### src/rtl/leve1_pkg.sv
// Shared types and helpers for the decode stage.
//   XLEN       : datapath width (64)
//   opclass_t  : instruction class produced by decode
//   dec_t      : one decoded fetch beat as held in the decode registers
//   classify() : opcode/funct legality check -> class (OcIllegal when rejected)
//   writes_rd(), uses_rs1(), uses_rs2() : per-class register usage
package leve1_pkg;

    localparam int unsigned XLEN = 64;

    typedef enum logic [3:0] {
        OcLoad    = 4'd0,
        OcStore   = 4'd1,
        OcBranch  = 4'd2,
        OcJal     = 4'd3,
        OcJalr    = 4'd4,
        OcLui     = 4'd5,
        OcAuipc   = 4'd6,
        OcOpImm   = 4'd7,
        OcOp      = 4'd8,
        OcOpImm32 = 4'd9,
        OcOp32    = 4'd10,
        OcMiscMem = 4'd11,
        OcSystem  = 4'd12,
        OcIllegal = 4'd13
    } opclass_t;

    localparam logic [6:0] OpcLoad    = 7'b0000011;
    localparam logic [6:0] OpcStore   = 7'b0100011;
    localparam logic [6:0] OpcBranch  = 7'b1100011;
    localparam logic [6:0] OpcJal     = 7'b1101111;
    localparam logic [6:0] OpcJalr    = 7'b1100111;
    localparam logic [6:0] OpcLui     = 7'b0110111;
    localparam logic [6:0] OpcAuipc   = 7'b0010111;
    localparam logic [6:0] OpcOpImm   = 7'b0010011;
    localparam logic [6:0] OpcOp      = 7'b0110011;
    localparam logic [6:0] OpcOpImm32 = 7'b0011011;
    localparam logic [6:0] OpcOp32    = 7'b0111011;
    localparam logic [6:0] OpcMiscMem = 7'b0001111;
    localparam logic [6:0] OpcSystem  = 7'b1110011;

    localparam logic [6:0] Funct7Alt  = 7'b0100000;

    typedef struct packed {
        logic [XLEN-1:0] pc;
        logic [31:0]     instr;
        opclass_t        opclass;
        logic [4:0]      rd;
        logic [4:0]      rs1;
        logic [4:0]      rs2;
        logic [2:0]      funct3;
        logic [6:0]      funct7;
        logic [XLEN-1:0] imm;
        logic            rd_we;
        logic            rs1_en;
        logic            rs2_en;
        logic            illegal;
    } dec_t;

    // Every listed opcode ends in 2'b11, so a compressed/garbage low pair
    // falls through to the default arm and is rejected there.
    function automatic opclass_t classify(input logic [31:0] instr);
        logic [2:0] f3;
        logic [6:0] f7;
        opclass_t   oc;
        f3 = instr[14:12];
        f7 = instr[31:25];
        oc = OcIllegal;
        case (instr[6:0])
            OpcLoad:    oc = (f3 == 3'b111) ? OcIllegal : OcLoad;
            OpcStore:   oc = f3[2] ? OcIllegal : OcStore;
            OpcBranch:  oc = (f3[2:1] == 2'b01) ? OcIllegal : OcBranch;
            OpcJal:     oc = OcJal;
            OpcJalr:    oc = (f3 == 3'b000) ? OcJalr : OcIllegal;
            OpcLui:     oc = OcLui;
            OpcAuipc:   oc = OcAuipc;
            OpcOpImm: begin
                // funct3 001/101 are the shifts; bit 25 is shamt[5] on RV64
                if (f3[1:0] == 2'b01 &&
                    !(instr[31:26] == 6'b000000 || instr[31:26] == 6'b010000)) begin
                    oc = OcIllegal;
                end else begin
                    oc = OcOpImm;
                end
            end
            OpcOp, OpcOp32: begin
                if (f7 == 7'b0000000 ||
                    (f7 == Funct7Alt && (f3 == 3'b000 || f3 == 3'b101))) begin
                    oc = (instr[3]) ? OcOp32 : OcOp;
                end else begin
                    oc = OcIllegal;
                end
            end
            OpcOpImm32: begin
                if (f3 == 3'b000) begin
                    oc = OcOpImm32;
                end else if ((f3 == 3'b001 || f3 == 3'b101) &&
                             (f7 == 7'b0000000 || f7 == Funct7Alt)) begin
                    oc = OcOpImm32;
                end else begin
                    oc = OcIllegal;
                end
            end
            OpcMiscMem: oc = OcMiscMem;
            OpcSystem:  oc = OcSystem;
            default:    oc = OcIllegal;
        endcase
        return oc;
    endfunction

    // SYSTEM is treated as not writing rd; CSR side effects are handled later.
    function automatic logic writes_rd(input opclass_t oc);
        case (oc)
            OcLoad, OcJal, OcJalr, OcLui, OcAuipc,
            OcOpImm, OcOp, OcOpImm32, OcOp32: return 1'b1;
            default:                          return 1'b0;
        endcase
    endfunction

    function automatic logic uses_rs1(input opclass_t oc);
        case (oc)
            OcLoad, OcStore, OcBranch, OcJalr,
            OcOpImm, OcOp, OcOpImm32, OcOp32: return 1'b1;
            default:                          return 1'b0;
        endcase
    endfunction

    function automatic logic uses_rs2(input opclass_t oc);
        case (oc)
            OcStore, OcBranch, OcOp, OcOp32: return 1'b1;
            default:                         return 1'b0;
        endcase
    endfunction

endpackage

### src/rtl/leve1_imm_gen.sv
// Combinational immediate generator.
//   instr_i   : raw 32-bit instruction
//   opclass_i : class from leve1_pkg::classify
//   imm_o     : immediate sign-extended from instr[31] to XLEN; 0 for R-type/illegal
module leve1_imm_gen
    import leve1_pkg::*;
(
    input  logic [31:0]     instr_i,
    input  opclass_t        opclass_i,
    output logic [XLEN-1:0] imm_o
);

    always_comb begin
        imm_o = '0;
        case (opclass_i)
            OcLoad, OcJalr, OcOpImm, OcOpImm32, OcMiscMem, OcSystem: begin
                imm_o = {{(XLEN-12){instr_i[31]}}, instr_i[31:20]};
            end
            OcStore: begin
                imm_o = {{(XLEN-12){instr_i[31]}}, instr_i[31:25], instr_i[11:7]};
            end
            OcBranch: begin
                imm_o = {{(XLEN-12){instr_i[31]}}, instr_i[7], instr_i[30:25],
                         instr_i[11:8], 1'b0};
            end
            OcLui, OcAuipc: begin
                imm_o = {{(XLEN-32){instr_i[31]}}, instr_i[31:12], 12'b0};
            end
            OcJal: begin
                imm_o = {{(XLEN-20){instr_i[31]}}, instr_i[19:12], instr_i[20],
                         instr_i[30:21], 1'b0};
            end
            default: imm_o = '0;
        endcase
    end

endmodule

### src/rtl/leve1_decode.sv
// Decode stage: decodes each fetch beat combinationally and stores the result
// in a main register backed by one skid register, so IF_READY is a pure flop.
//   CLK, RST (sync, active-high), FLUSH (redirect, drops everything held/incoming)
//   IF_VALID/IF_READY, IF_PC, IF_INSTR : upstream fetch handshake
//   ID_VALID/ID_READY                   : downstream handshake
//   ID_PC, ID_INSTR, ID_OPCLASS, ID_RD, ID_RS1, ID_RS2, ID_FUNCT3, ID_FUNCT7,
//   ID_IMM, ID_RD_WE, ID_RS1_EN, ID_RS2_EN, ID_ILLEGAL : registered decode result
module leve1_decode
    import leve1_pkg::*;
(
    input  logic            CLK,
    input  logic            RST,
    input  logic            FLUSH,
    input  logic            IF_VALID,
    input  logic [XLEN-1:0] IF_PC,
    input  logic [31:0]     IF_INSTR,
    output logic            IF_READY,
    output logic            ID_VALID,
    input  logic            ID_READY,
    output logic [XLEN-1:0] ID_PC,
    output logic [31:0]     ID_INSTR,
    output opclass_t        ID_OPCLASS,
    output logic [4:0]      ID_RD,
    output logic [4:0]      ID_RS1,
    output logic [4:0]      ID_RS2,
    output logic [2:0]      ID_FUNCT3,
    output logic [6:0]      ID_FUNCT7,
    output logic [XLEN-1:0] ID_IMM,
    output logic            ID_RD_WE,
    output logic            ID_RS1_EN,
    output logic            ID_RS2_EN,
    output logic            ID_ILLEGAL
);

    opclass_t        in_class;
    logic [XLEN-1:0] in_imm;
    dec_t            in_dec;

    dec_t main_q, main_d;
    dec_t skid_q, skid_d;
    logic main_valid_q, main_valid_d;
    logic skid_valid_q, skid_valid_d;
    logic if_ready_q;

    logic fire_in;
    logic main_free;

    always_comb in_class = classify(IF_INSTR);

    leve1_imm_gen u_imm_gen (
        .instr_i   (IF_INSTR),
        .opclass_i (in_class),
        .imm_o     (in_imm)
    );

    // Illegal is its own class, so the per-class usage helpers already zero
    // the enables for it.
    always_comb begin
        in_dec         = '0;
        in_dec.pc      = IF_PC;
        in_dec.instr   = IF_INSTR;
        in_dec.opclass = in_class;
        in_dec.rd      = IF_INSTR[11:7];
        in_dec.rs1     = IF_INSTR[19:15];
        in_dec.rs2     = IF_INSTR[24:20];
        in_dec.funct3  = IF_INSTR[14:12];
        in_dec.funct7  = IF_INSTR[31:25];
        in_dec.imm     = in_imm;
        in_dec.rd_we   = writes_rd(in_class) && (IF_INSTR[11:7] != 5'd0);
        in_dec.rs1_en  = uses_rs1(in_class);
        in_dec.rs2_en  = uses_rs2(in_class);
        in_dec.illegal = (in_class == OcIllegal);
    end

    assign fire_in   = IF_VALID && if_ready_q;
    // Main can take new data if it is empty or its content leaves this cycle.
    assign main_free = !main_valid_q || ID_READY;

    always_comb begin
        main_d       = main_q;
        skid_d       = skid_q;
        main_valid_d = main_valid_q;
        skid_valid_d = skid_valid_q;
        if (main_free) begin
            if (skid_valid_q) begin
                // if_ready_q is low whenever skid is full, so no fetch beat here
                main_d       = skid_q;
                main_valid_d = 1'b1;
                skid_valid_d = 1'b0;
            end else if (fire_in) begin
                main_d       = in_dec;
                main_valid_d = 1'b1;
            end else begin
                main_valid_d = 1'b0;
            end
        end else if (fire_in) begin
            skid_d       = in_dec;
            skid_valid_d = 1'b1;
        end
        if (FLUSH) begin
            main_valid_d = 1'b0;
            skid_valid_d = 1'b0;
        end
    end

    always_ff @(posedge CLK) begin
        if (RST) begin
            main_valid_q <= 1'b0;
            skid_valid_q <= 1'b0;
            if_ready_q   <= 1'b0;
        end else begin
            main_valid_q <= main_valid_d;
            skid_valid_q <= skid_valid_d;
            if_ready_q   <= !skid_valid_d;
        end
    end

    // Payload registers carry no reset; the valid flags qualify them.
    always_ff @(posedge CLK) begin
        main_q <= main_d;
        skid_q <= skid_d;
    end

    assign IF_READY   = if_ready_q;
    assign ID_VALID   = main_valid_q;
    assign ID_PC      = main_q.pc;
    assign ID_INSTR   = main_q.instr;
    assign ID_OPCLASS = main_q.opclass;
    assign ID_RD      = main_q.rd;
    assign ID_RS1     = main_q.rs1;
    assign ID_RS2     = main_q.rs2;
    assign ID_FUNCT3  = main_q.funct3;
    assign ID_FUNCT7  = main_q.funct7;
    assign ID_IMM     = main_q.imm;
    assign ID_RD_WE   = main_q.rd_we;
    assign ID_RS1_EN  = main_q.rs1_en;
    assign ID_RS2_EN  = main_q.rs2_en;
    assign ID_ILLEGAL = main_q.illegal;

endmodule

### config.mk
export PLATFORM = sky130hd
export DESIGN_NAME = leve1_decode
export DESIGN_NICKNAME = d
export VERILOG_FILES = /design/src/rtl/leve1_pkg.sv /design/src/rtl/leve1_imm_gen.sv /design/src/rtl/leve1_decode.sv
export SDC_FILE = /design/constraint.sdc
export NUM_CORES = 1
export LEC_CHECK = 0
export BUFFER_PORTS_ARGS = -buffer_cell sky130_fd_sc_hd__buf_2
export CAP_MARGIN = 20
export CORE_ASPECT_RATIO = 1.4
export CORE_MARGIN = 5
export CORE_UTILIZATION = 57
export CTS_BUF_LIST = sky130_fd_sc_hd__clkbuf_4 sky130_fd_sc_hd__clkbuf_8 sky130_fd_sc_hd__clkbuf_16
export CTS_CLUSTER_DIAMETER = 60
export DETAILED_ROUTE_END_ITERATION = 12
export PLACE_DENSITY = 0.87
export SLEW_MARGIN = 20
export SYNTH_ARGS = -nofsm -noshare
export SYNTH_HDL_FRONTEND = slang
export SYNTH_SLANG_ARGS = --single-unit
### constraint.sdc
create_clock -name CLK -period 27.4 [get_ports CLK]
set_clock_uncertainty 0.15 [all_clocks]
set_input_delay 2.74 -clock CLK [delete_from_list [all_inputs] [get_ports CLK]]
set_output_delay 2.74 -clock CLK [all_outputs]
set_load 0.02 [all_outputs]
### Word-level counts from Yosys, hierarchy flattened

Memories as Yosys holds them, arrays and structs flattened.
Index checks and enable logic that the tools add are counted.

* flip-flop bits (word level): 389
* ROM bits: 32
* output and inout port bits: 195
* word-level logic and storage cells: 111
* memories: 2

Memory list
* (no name shown): words 16, width 1, read ports 1, clocked after Yosys merged registers in 0, wr ports 0, RTL line leve1_pkg.sv:113 `case (oc)`
* (no name shown): words 16, width 1, read ports 1, clocked after Yosys merged registers in 0, wr ports 0, RTL line leve1_pkg.sv:121 `case (oc)`

* equality and inequality tests: 33
* multiplexer cells: 19
* bitwise gates (word level): 1
* reduce and logical (&&, ||, !) cells: 27

Operator list (number)
* $mux W193: 2
* $pmux W64 S5: 1
* $pmux W4 S12: 1
* $eq A7 B6 Y1 const B: 5
* $eq A7 B7 Y1 const B: 4
* $eq A4 B4 Y1 const B: 6
* $eq A7 B5 Y1 const B: 3
* $mux W4: 5
* $eq A4 B3 Y1 const B: 4
* $mux W3: 3
* $eq A4 B2 Y1 const B: 2
* $eq A7 B2 Y1 const B: 1
* $eq A7 B4 Y1 const B: 1
* $logic_not A7 Y1: 1
* $eq A3 B3 Y1 const B: 2
* $eq A6 B5 Y1 const B: 1
* $logic_not A6 Y1: 1
* $logic_or A1 B1 Y1: 6
* $mux W1: 6
* $reduce_or A2 Y1: 3
* $reduce_or A6 Y1: 1
* $logic_and A1 B1 Y1: 5
* $reduce_bool A5 Y1: 1
* $eq A2 B1 Y1 const B: 2
* 10 further kinds: 13

### Depth between registers and ports, before layout

Gate-level depths: netlist (run 1).

* word-level depth: 11
* depth in mapped cells: 15
* depth with buffers taken out: 13

### Cells and area by module

Synthesis (run 1) repeated with hierarchy kept, for this count alone.

* cells, all modules: 784
* area total of the unflattened synthesis: 13804.5 sq um

Modules (own cells, without submodules)
* leve1_decode: instances 1, cells an instance 669, area each 13036.3 sq um, seq. area each 10149.7 sq um
* leve1_imm_gen: instances 1, cells an instance 115, area each 768.2 sq um, seq. area each 0.0 sq um

### Worst setup path after synthesis (run 1)

Ideal clock, no wire load.

* kind: input -> register
* start point: in ID_READY
* end point: reg main_q (netlist bit ID_ILLEGAL) (enable)
* library setup time: 839 ps
* arrival: 12734 ps
* required time: 26411 ps
* slack: 13677 ps
* stages on the path: 2
* path buffers: 0
* cells stage by stage: nand2b_1 -> a21boi_0

* cells in the longest elaborated chain, start to end: 2

Ends and longest elaborated chain
* from (decl): RTL line leve1_decode.sv:19 `input logic ID_READY,`
* $logic_or A1 B1 Y1: RTL line leve1_decode.sv:77 `assign main_free = !main_valid_q || ID_READY;`
* $reduce_and A2 Y1 (no line)
* to (signal assigned): RTL line leve1_decode.sv:120 `main_q <= main_d;`
* to (decl): RTL line leve1_decode.sv:39 `dec_t main_q, main_d;`

Every way passes these cells.
A chain may end at the register's enable or synchronous reset.

### Worst setup path in the final report (run 1)

* start point: in IF_INSTR[26]
* end point: reg main_q (netlist bit ID_IMM[12]) (data pin)

* elaborated cells between the ends (all ways): 32
* those cells by class: eq/ne (12); mux (8); reduce/logical (12)

RTL lines
* from (decl): RTL line leve1_decode.sv:16 `input logic [31:0] IF_INSTR,`
* $eq A7 B6 Y1: RTL line leve1_pkg.sv:88 `(f7 == Funct7Alt && (f3 == 3'b000 || f3 == 3'b101))) begin`
* $logic_and A1 B1 Y1: RTL line leve1_pkg.sv:88
* $logic_or A1 B1 Y1 (*): RTL line leve1_pkg.sv:87 `if (f7 == 7'b0000000 ||`
* $mux W3 (*): RTL line leve1_pkg.sv:87
* $pmux W4 S12 (*): RTL line leve1_pkg.sv:69 `case (instr[6:0])`
* named net in_class[0]: RTL line leve1_decode.sv:35 `opclass_t in_class;`
* $eq A4 B3 Y1, or another cell as far along: RTL line leve1_imm_gen.sv:15 `case (opclass_i)`
* $reduce_or A6 Y1 / $reduce_or A2 Y1 (equally long branches): RTL line leve1_imm_gen.sv:15
* $pmux W64 S5 (*): RTL line leve1_imm_gen.sv:15
* $mux W193 (*): RTL line leve1_decode.sv:90 `end else if (fire_in) begin`
* $mux W193 (*): RTL line leve1_decode.sv:85 `if (skid_valid_q) begin`

The timed path passes the listed nets; every way through them passes the cells marked *. The select of a mux whose other input is x is not followed.

==> results.json, run 1 <==
{
  "postPlaceCellArea_mm2": 0.01323,
  "p_leak_nw": 5.216,
  "synthSimpleGateAreaFrac_pct": 5.308,
  "final_cell_mix": "295 x buf_2, 272 x edfxtp_1, 89 x mux2_2",
  "initial_core_util_pct": 57.34,
  "pre_cts_ws_ns": 20.68,
  "min_period_over_period_pct": 22.50,
  "synthAdderAreaFrac_pct": 0.6244,
  "tightestPinTransition_ns": 1.068,
  "synth_top_family_by_area": "compound AO/OA/AOI/OAI gates",
  "drive_gt1_share_pct": 43.86,
  "min_path_type": "reg -> reg",
  "cts.repair.resized": 0,
  "dieArea_mm2": 0.02414,
  "wl_per_cell_um": 20.83,
  "via_per_inst": 5.830,
  "gp_congestion": 0.8628,
  "syn_area_mm2": 0.01202,
  "rsz0062_at_grt": "no",
  "synth_cells": 818,
  "yosys_warnings": 0,
  "fmax_mhz": 162.2,
  "cts_htree_levels": 1,
  "syn_area_per_cell_um2": 14.70,
  "layout_commonest_cell": "buf_2",
  "cts_buffer_depth": 3,
  "met2_usage_pct": 40.18,
  "cp.required_ns": 27.50,
  "worst_slack_ns": 21.23,
  "relSlewSlack_pct": 28.82,
  "area_growth_pct": 17.20,
  "maxSlewViolCount": 0,
  "synth_xor_area_share_pct": 0.1457,
  "crit_type": "in -> reg",
  "synth-main-ff-cell": "edfxtp_1",
  "hold_violations": 0,
  "cp-start-kind": "input port",
  "whs_ns": 0.3696,
  "rows": 63,
  "cts_hold_buf": 0,
  "drc": 0,
  "ios": 296,
  "ys_seq_elements": 275,
  "fin_area_mm2": 0.01409,
  "dp_hpwl_um": 18510,
  "powerDensity_mw_per_mm2": 64.53,
  "crit_arrival_ns": 6.26,
  "num-nets-final": 1148,
  "min_period_ns": 6.166,
  "dr.pass1.iters": 5,
  "antenna_found_initial": 2,
  "total_power_mw": 0.9093,
  "cts_tree": "yes",
  "ff2ff_setup_slack_ns": 24.85,
  "outcome": "finished, final reports clean",
  "utilization_pct": 67.20,
  "numCtsBuffers": 24,
  "use_met1_pct": 25.85,
  "antenna_left": 0,
  "cts.sinks": 275,
  "synth.distinct_cells": 64,
  "drv_cap": 0,
  "setup_viol_count_final": 0,
  "numPortBuffers": 295,
  "synth_compound_area_share_pct": 10.30,
  "synth_mux_area_share_pct": 8.835,
  "grt_pass1_wl_um": 42210,
  "synth_nets": 925,
  "grt_max_degree": 78,
  "met3_usage_pct": 4.019,
  "num_vias": 7695,
  "dpl.cell_count": 1274,
  "clk_latency_ns": 0.54,
  "track_usage_pct": 21.88,
  "instances_no_fill": 1320,
  "post-cts-setup-buffers": 0,
  "end_kind": "register",
  "clock-root-buffer": "clkbuf_16",
  "synth_edf_count": 272,
  "wirelength_um": 27490,
  "ir_worst_vdd_v": 0.00005036,
  "grt-ovfl-total": 0,
  "die_x_um": 132.7,
  "grt_pass1_vias": 7625,
  "drtIter0Drc": 631,
  "die-height_um": 181.8,
  "critPathMaxFanout": 29,
  "async_flop_share_pct": 0,
  "globalRoute.busiestLayer": "met2",
  "yosysSeqAreaShare_pct": 68.44,
  "clk_pin_slew_ns": 0.07,
  "timing.setup.tns_ns": 0,
  "fp.coreArea_mm2": 0.02097
}
state kept, by name (all words and copies together) (netlist names):
signal        flops
ID_PC            64
ID_ILLEGAL        1
ID_INSTR         32
ID_RS2_EN         1
skid_valid_q      1
ID_RD_WE          1
ID_VALID          1
IF_READY          1
ID_OPCLASS        4
ID_IMM           32
ID_RS1_EN         1
skid_q          136
report_power, final:
group | total, mW | switching [mW] | internal [mW]
logic | 0.0773 | 0.0507 | 0.0266
registers | 0.478 | 0.00380 | 0.474
clock network | 0.354 | 0.153 | 0.201
total | 0.909 | 0.208 | 0.702
kinds of logic (layout without fill, tap and decap cells):
kind of cell             after synthesis  count (layout)
flip-flops                           275             275
AO/OA/AOI/OAI                        179             179
AND/OR/NAND/NOR                      136             136
buffers and inverters                125             365
multiplexers                          95              95
adder cells (fa/ha/maj)                6               6
XOR/XNOR                               2               2
other                                  0               2
synth_stat cells (all sizes together) (3+ instances only):
library cell / instances / area, µm²
a31oi: 12 / 75.07
dfxtp: 3 / 60.06
o21ai: 16 / 80.08
o32ai: 4 / 53.81
nor2: 37 / 138.9
a21oi: 76 / 417.9
nand2b: 6 / 37.54
nor2b: 7 / 43.79
nor3: 7 / 35.03
nor4: 4 / 25.02
a311oi: 9 / 78.83
mux2: 89 / 1002
buf: 74 / 566.8
o221ai: 4 / 47.55
clkbuf: 35 / 131.4
nand3: 5 / 25.02
inv: 15 / 56.30
nand2: 58 / 217.7
ha: 6 / 75.07
mux2i: 6 / 60.06
a21o: 3 / 22.52
a21boi: 7 / 52.55
edfxtp: 272 / 8168
o22ai: 5 / 31.28
a211oi: 24 / 195.2
critical path, stage by stage:
cell       delay, ns
buf_2           0.16
or4_4           0.57
nor3_1          0.22
a211o_1         0.28
nand4bb_1       0.33
ha_1            0.37
nor2_1          0.23
nor3_2          0.07
buf_4           0.23
nor2_1          0.82
a311oi_1        0.23
layout make-up:
type,count,area (µm²)
Tap cell,260,325.3
Multi-Input combinational cell,418,3058
Sequential cell,275,8232
Clock buffer,25,608.1
Inverter,15,56.30
Fill cell,1426,6877
Timing Repair Buffer,307,1587
Clock inverter,18,220.2
Antenna cell,2,5.005
metal layers:
layer / share of wire [%] / wire length (µm) / vias up
li1: - / - / 3507
met1: 36 / 9968 / 3746
met2: 54 / 14760 / 380
met3: 7.3 / 2007 / 62
met4: 2.8 / 760 / 0
met5: 0 / 0 / -
worst paths after layout:
check	startpoint	endpoint	depth (start not counted)
worst max-delay path	IF_INSTR[26]	ID_IMM[12]	11
worst min-delay path	skid_q[108]	ID_INSTR[11]	2
worst max register to register	skid_valid_q	ID_IMM[30]	5
worst min register to register	skid_q[108]	ID_INSTR[11]	2
No activity file was read; power rests on OpenSTA's default activity.
==> run 2: changes to the inputs <==
CORE_UTILIZATION = 48   (was 57)
PLACE_DENSITY = 0.78   (was 0.87)
clock period = 5.02 ns   (was 27.4 ns; I/O delays follow)
==> results.json, run 2 (same netlist as run 1, synthesis figures left out) <==
{
  "r2r_end": "ID_ILLEGAL",
  "critPathMaxStageDelay_ns": 0.57,
  "min_path_type": "in -> reg",
  "fmax_mhz": 266.1,
  "timing.setup.tns_ns": 0,
  "powerDensity_mw_per_mm2": 342.3,
  "multiInputGateArea_mm2": 0.003065,
  "cts.sinks": 275,
  "crit_end": "ID_IMM[6]",
  "num_vias": 7902,
  "die-height_um": 197.3,
  "crit_path_start": "IF_INSTR[1]",
  "reg2reg_depth": 4,
  "via_per_inst": 5.442,
  "cts.repair.resized": 0,
  "drive_gt1_share_pct": 41.73,
  "initial_core_util_pct": 48.73,
  "clk_pin_slew_ns": 0.06,
  "wirelength_um": 28750,
  "clk_latency_ns": 0.55,
  "cp.required_ns": 5.15,
  "largest_register_ffs": 136,
  "dp_hpwl_um": 18510,
  "setup_viol_count_final": 0,
  "grt_pass1_wl_um": 43280,
  "grt_pass1_vias": 7982,
  "numPortBuffers": 295,
  "worst_r2r_startpoint": "skid_valid_q",
  "cts_tree": "yes",
  "fp.coreArea_mm2": 0.02467,
  "ios": 296,
  "dieArea_mm2": 0.02836,
  "critPathMaxFanout": 31,
  "gp_congestion": 0.8499,
  "hold_violations": 0,
  "drc": 0,
  "cp.depth": 10,
  "critical_path.cell_chain": "dlygate4sd3_1, buf_2, nand2_1, a211o_1, nand4bb_1, ha_1, or4_4, o211ai_4, buf_4, a21oi_1",
  "drtIter0Drc": 356,
  "relSlewSlack_pct": 29.93,
  "cp-start-kind": "input port",
  "layout_commonest_cell": "buf_2",
  "grt_max_degree": 103,
  "drv_cap": 0,
  "min_period_ns": 3.758,
  "crit_type": "in -> reg",
  "end_kind": "register",
  "antenna_found_initial": 1,
  "worst_slack_ns": 1.262,
  "dpl.cell_count": 1331,
  "clock-root-buffer": "clkbuf_16",
  "pre_cts_ws_ns": 0.7346,
  "top_register": "skid_q",
  "cts_buffer_depth": 3,
  "total_power_mw": 5.112,
  "grt-ovfl-total": 0,
  "p_leak_nw": 5.547,
  "rsz0062_at_grt": "no",
  "ir_worst_vdd_v": 0.0002812,
  "outcome": "finished, final reports clean",
  "maxSlewViolCount": 0,
  "die_x_um": 143.8,
  "critPathSlowestCell": "or4_4",
  "postPlaceCellArea_mm2": 0.01333,
  "cp_top_family": "simple AND/OR/NAND/NOR gates",
  "ff2ff_setup_slack_ns": 2.24,
  "cts_htree_levels": 1,
  "critPathBufInv": 3,
  "tightestPinTransition_ns": 1.051,
  "wl_per_cell_um": 19.80,
  "numCtsBuffers": 28,
  "dr.pass1.iters": 5,
  "num-nets-final": 1221,
  "final_cell_mix": "295 x buf_2, 272 x edfxtp_1, 89 x mux2_2",
  "area_growth_pct": 24.22,
  "fillers": 1854,
  "antenna_left": 0,
  "fin_area_mm2": 0.01493,
  "crit_arrival_ns": 3.89,
  "regArea_mm2": 0.008232,
  "rows": 68,
  "instances_no_fill": 1452,
  "min_period_over_period_pct": 74.86,
  "track_usage_pct": 19.25
}
==> run 2: cell types whose count changed in the layout (fill, tap and decap cells not counted), sizes merged, moves of 2 or more <==
cell / before / now
bufinv: 4 / 2
inv: 16 / 18
dlygate4sd3: 0 / 68
clkinv: 12 / 15
clkbuf: 25 / 30
==> run 2: worst min path at each step <==
| stage | cells past startpoint | slack [ns] | endpoint | start |
|---|---|---|---|---|
| after global placement | 2 | 0.35 | ID_INSTR[11] | skid_q[108] |
| after detailed placement | 2 | 0.35 | ID_INSTR[10] | skid_q[107] |
| final | 1 | 0.04 | skid_q[105] | IF_INSTR[8] |
| after floorplan | 2 | 0.34 | ID_INSTR[10] | skid_q[107] |
| after global routing | 1 | 0.03 | skid_q[104] | IF_INSTR[7] |
| after CTS | 1 | 0.02 | skid_q[104] | IF_INSTR[7] |
==> run 2: layer usage <==
metal  part of all wire [%]  vias to the layer above  wire length, µm  GRT usage (%)
li1                       -                     3661                -              -
met1                     37                     3861            10690          22.66
met2                     53                      320            15210          35.17
met3                    6.8                       60             1968          3.173
met4                    3.1                        0              879          6.909
met5                      0                        -                0              0
==> run 2: repair_timing <==
item	CTS	global route
hold buffers	68	0
hold endpoints to repair	69	0
buffers inserted	0	0
==> run 2: through the flow <==
stage | utilization (%) | hold WS [ns]
floorplan | - | 0.3374
global placement | 54.03 | 0.3457
detailed placement | 54.03 | 0.3496
CTS | 60.51 | 0.02344
global route | 60.53 | 0.02623
finish | 60.53 | 0.04441
==> run 2: report_power, final <==
group / internal [mW] / total (mW) / leakage (nW) / switching, mW
clock: 1.15 / 2.04 / 0.453 / 0.888
sequential: 2.59 / 2.61 / 2.59 / 0.0205
combinational: 0.178 / 0.463 / 2.51 / 0.285
total: 3.92 / 5.11 / 5.55 / 1.19
==> run 2: layout make-up <==
type / count / area share [%]
Clock buffer: 30 / 4.792
Tap cell: 315 / 2.639
Antenna cell: 1 / 0.01676
Sequential cell: 275 / 55.12
Inverter: 15 / 0.3770
Clock inverter: 22 / 1.349
Multi-Input combinational cell: 418 / 20.53
Timing Repair Buffer: 376 / 15.18
==> run 3: changes to the inputs <==
ABC_AREA = 1   (was not set)
clock period = 3.1 ns   (was 5.02 ns; I/O delays follow)
==> results.json, run 3 <==
{
  "drc": 0,
  "dieArea_mm2": 0.02807,
  "min_period_over_period_pct": 95.83,
  "synth.distinct_cells": 33,
  "wirelength_um": 31250,
  "synth_largest_area_cell": "edfxtp_1",
  "num_vias": 9049,
  "grt-ovfl-total": 0,
  "p_int_mw": 6.386,
  "syn_area_per_cell_um2": 11.11,
  "numPortBuffers": 295,
  "drv_cap": 0,
  "crit_type": "in -> reg",
  "p_seq_share_pct": 51.4,
  "rows": 68,
  "synth_commonest_cells": "415 x nand2_1, 272 x edfxtp_1, 70 x nor2_1",
  "synth_cells": 1070,
  "num-nets-final": 1556,
  "clk_pin_slew_ns": 0.06,
  "cts.sinks": 275,
  "utilization_pct": 63.88,
  "power_frac_clock_pct": 38.3,
  "yosys_warnings": 0,
  "cts_tree": "yes",
  "antenna_left": 0,
  "cts_htree_levels": 1,
  "top_register": "skid_q",
  "switching_share_pct": 22.73,
  "syn_area_mm2": 0.01189,
  "track_usage_pct": 21.07,
  "clk_latency_ns": 0.52,
  "clock-root-buffer": "clkbuf_16",
  "grt_pass1_vias": 8821,
  "cts_buffer_depth": 3,
  "p_leak_nw": 6.829,
  "yosysTopAreaCellShare_pct": 68.68,
  "die_x_um": 143.0,
  "outcome": "finished, final reports clean",
  "critPathMaxFanout": 13,
  "layout_commonest_cell": "nand2_1",
  "numCtsBuffers": 26,
  "dr.pass1.iters": 5,
  "drive_gt1_share_pct": 33.31,
  "dp_hpwl_um": 20690,
  "maxSlewViolCount": 0,
  "initial_core_util_pct": 48.37,
  "gp_congestion": 0.9033,
  "instances_no_fill": 1784,
  "fmax_mhz": 336.6,
  "wl_per_cell_um": 17.52,
  "pre_cts_ws_ns": -0.08954,
  "powerDensity_mw_per_mm2": 526.2,
  "min_path_type": "in -> reg",
  "final_cell_mix": "409 x nand2_1, 294 x buf_2, 272 x edfxtp_1",
  "die-height_um": 196.2,
  "cp.required_ns": 3.21,
  "cp-start-kind": "input port",
  "fp.coreArea_mm2": 0.02459,
  "dpl.cell_count": 1632,
  "largest_register_ffs": 136,
  "relSlewSlack_pct": 44.79,
  "ys_seq_elements": 275,
  "end_kind": "register",
  "min_period_ns": 2.971,
  "fin_area_mm2": 0.01571,
  "ios": 296,
  "via_per_inst": 5.072,
  "crit_arrival_ns": 3.08,
  "grt_pass1_wl_um": 46660,
  "synth_nets": 1177,
  "yosys-top-cells-area": "edfxtp_1 69%, nand2_1 13%, buf_4 3.7%",
  "postPlaceCellArea_mm2": 0.01367,
  "hold_violations": 0,
  "synth_most_common_cell": "nand2_1",
  "p_switching_mw": 1.879,
  "async_flop_share_pct": 0,
  "tightestPinTransition_ns": 0.8281,
  "yosysSeqAreaShare_pct": 69.18,
  "grt_max_degree": 132,
  "setup_viol_count_final": 0,
  "combPwrFrac_pct": 10.3,
  "fillers": 1820,
  "ir_worst_vdd_v": 0.0004118,
  "antenna_found_initial": 1,
  "synth_edf_count": 272,
  "worst_slack_ns": 0.1293,
  "area_growth_pct": 32.07,
  "drtIter0Drc": 665,
  "synth-main-ff-cell": "edfxtp_1"
}
## run 3: changes by cell type after synthesis, sizes merged, moves of 7 or more
cell | before | now
inv | 15 | 48
nand2 | 58 | 444
a21oi | 76 | 11
nor2b | 7 | 0
nand3 | 5 | 39
a31oi | 12 | 0
nand4 | 1 | 13
a311oi | 9 | 0
o21ai | 16 | 37
mux2 | 89 | 0
a211oi | 24 | 1
nor2 | 37 | 81
a21boi | 7 | 0
## run 3: area by class of cell
type	count	area, µm²	area share (%)
clock buffers	29	690.7	4.397
repair buffers	451	3035	19.33
well taps	315	394.1	2.509
clock inverters	18	163.9	1.044
multi-input cells	647	2998	19.09
flip-flops and latches	275	8237	52.44
diodes	1	2.502	0.01593
inverters	48	185.2	1.179
## run 3: worst paths after layout
| kind | from | to | slack, ns | depth (start not counted) |
|---|---|---|---|---|
| worst min register to register | skid_q[112] | ID_INSTR[15] | 0.36 | 2 |
| worst min-delay path | ID_READY | IF_READY | 0.10 | 5 |
| worst max register to register | skid_valid_q | ID_IMM[62] | 0.95 | 5 |
| worst max-delay path | IF_INSTR[5] | skid_q[14] | 0.13 | 17 |
## run 3: per-layer routing
metal / vias to the layer above / global-route usage (%) / part of all wire, %
met5: - / 0 / 0
met4: 0 / 10.53 / 5.7
met3: 110 / 2.829 / 7.3
met2: 434 / 38.05 / 52
met1: 4229 / 24.18 / 35
li1: 4276 / - / -
## run 3: kinds of logic after synthesis
logic type,synth area share [%]
flops,69.18
buf+inv,6.775
fa+ha+maj,0.6312
simple gates,21.16
compound gates,2.251
## run 3: critical path, stage by stage
cell           delay [ns]
dlygate4sd3_1        0.55
buf_6                0.13
nor3_2               0.04
buf_4                0.14
nand2_1              0.08
nand2_1              0.08
a2111o_1             0.36
nor2_2               0.12
inv_2                0.07
ha_2                 0.19
or2_2                0.30
nand3_2              0.09
nand3_4              0.12
buf_12               0.17
nor2_1               0.09
buf_4                0.16
a21oi_1              0.08
## run 3: what timing repair did
action	4_1_cts	5_1_grt
endpoints found under the hold margin	168	0
hold buffers	101	0
buffers inserted	0	2
gates resized for setup	0	44
endpoints found under the setup margin	0	65
## run 3: through the flow
stage / TNS, ns / total power, mW / hold WS (ns)
2_1_floorplan: -23.54 / 4.759 / 0.2217
3_3_place_gp: -0.1332 / 5.029 / 0.3420
3_5_place_dp: -1.668 / 5.047 / 0.3501
4_1_cts: 0 / 8.305 / 0.06932
5_1_grt: -0.01798 / 8.545 / 0.1114
6_report: 0 / 8.265 / 0.1026
## run 3: power groups by stage
stage	clock network, mW	logic, mW	registers [mW]
floorplan	0	0.321	4.44
global placement	0	0.706	4.32
detailed placement	0	0.723	4.32
CTS	3.23	0.827	4.24
global route	3.38	0.917	4.25
finish	3.17	0.854	4.24
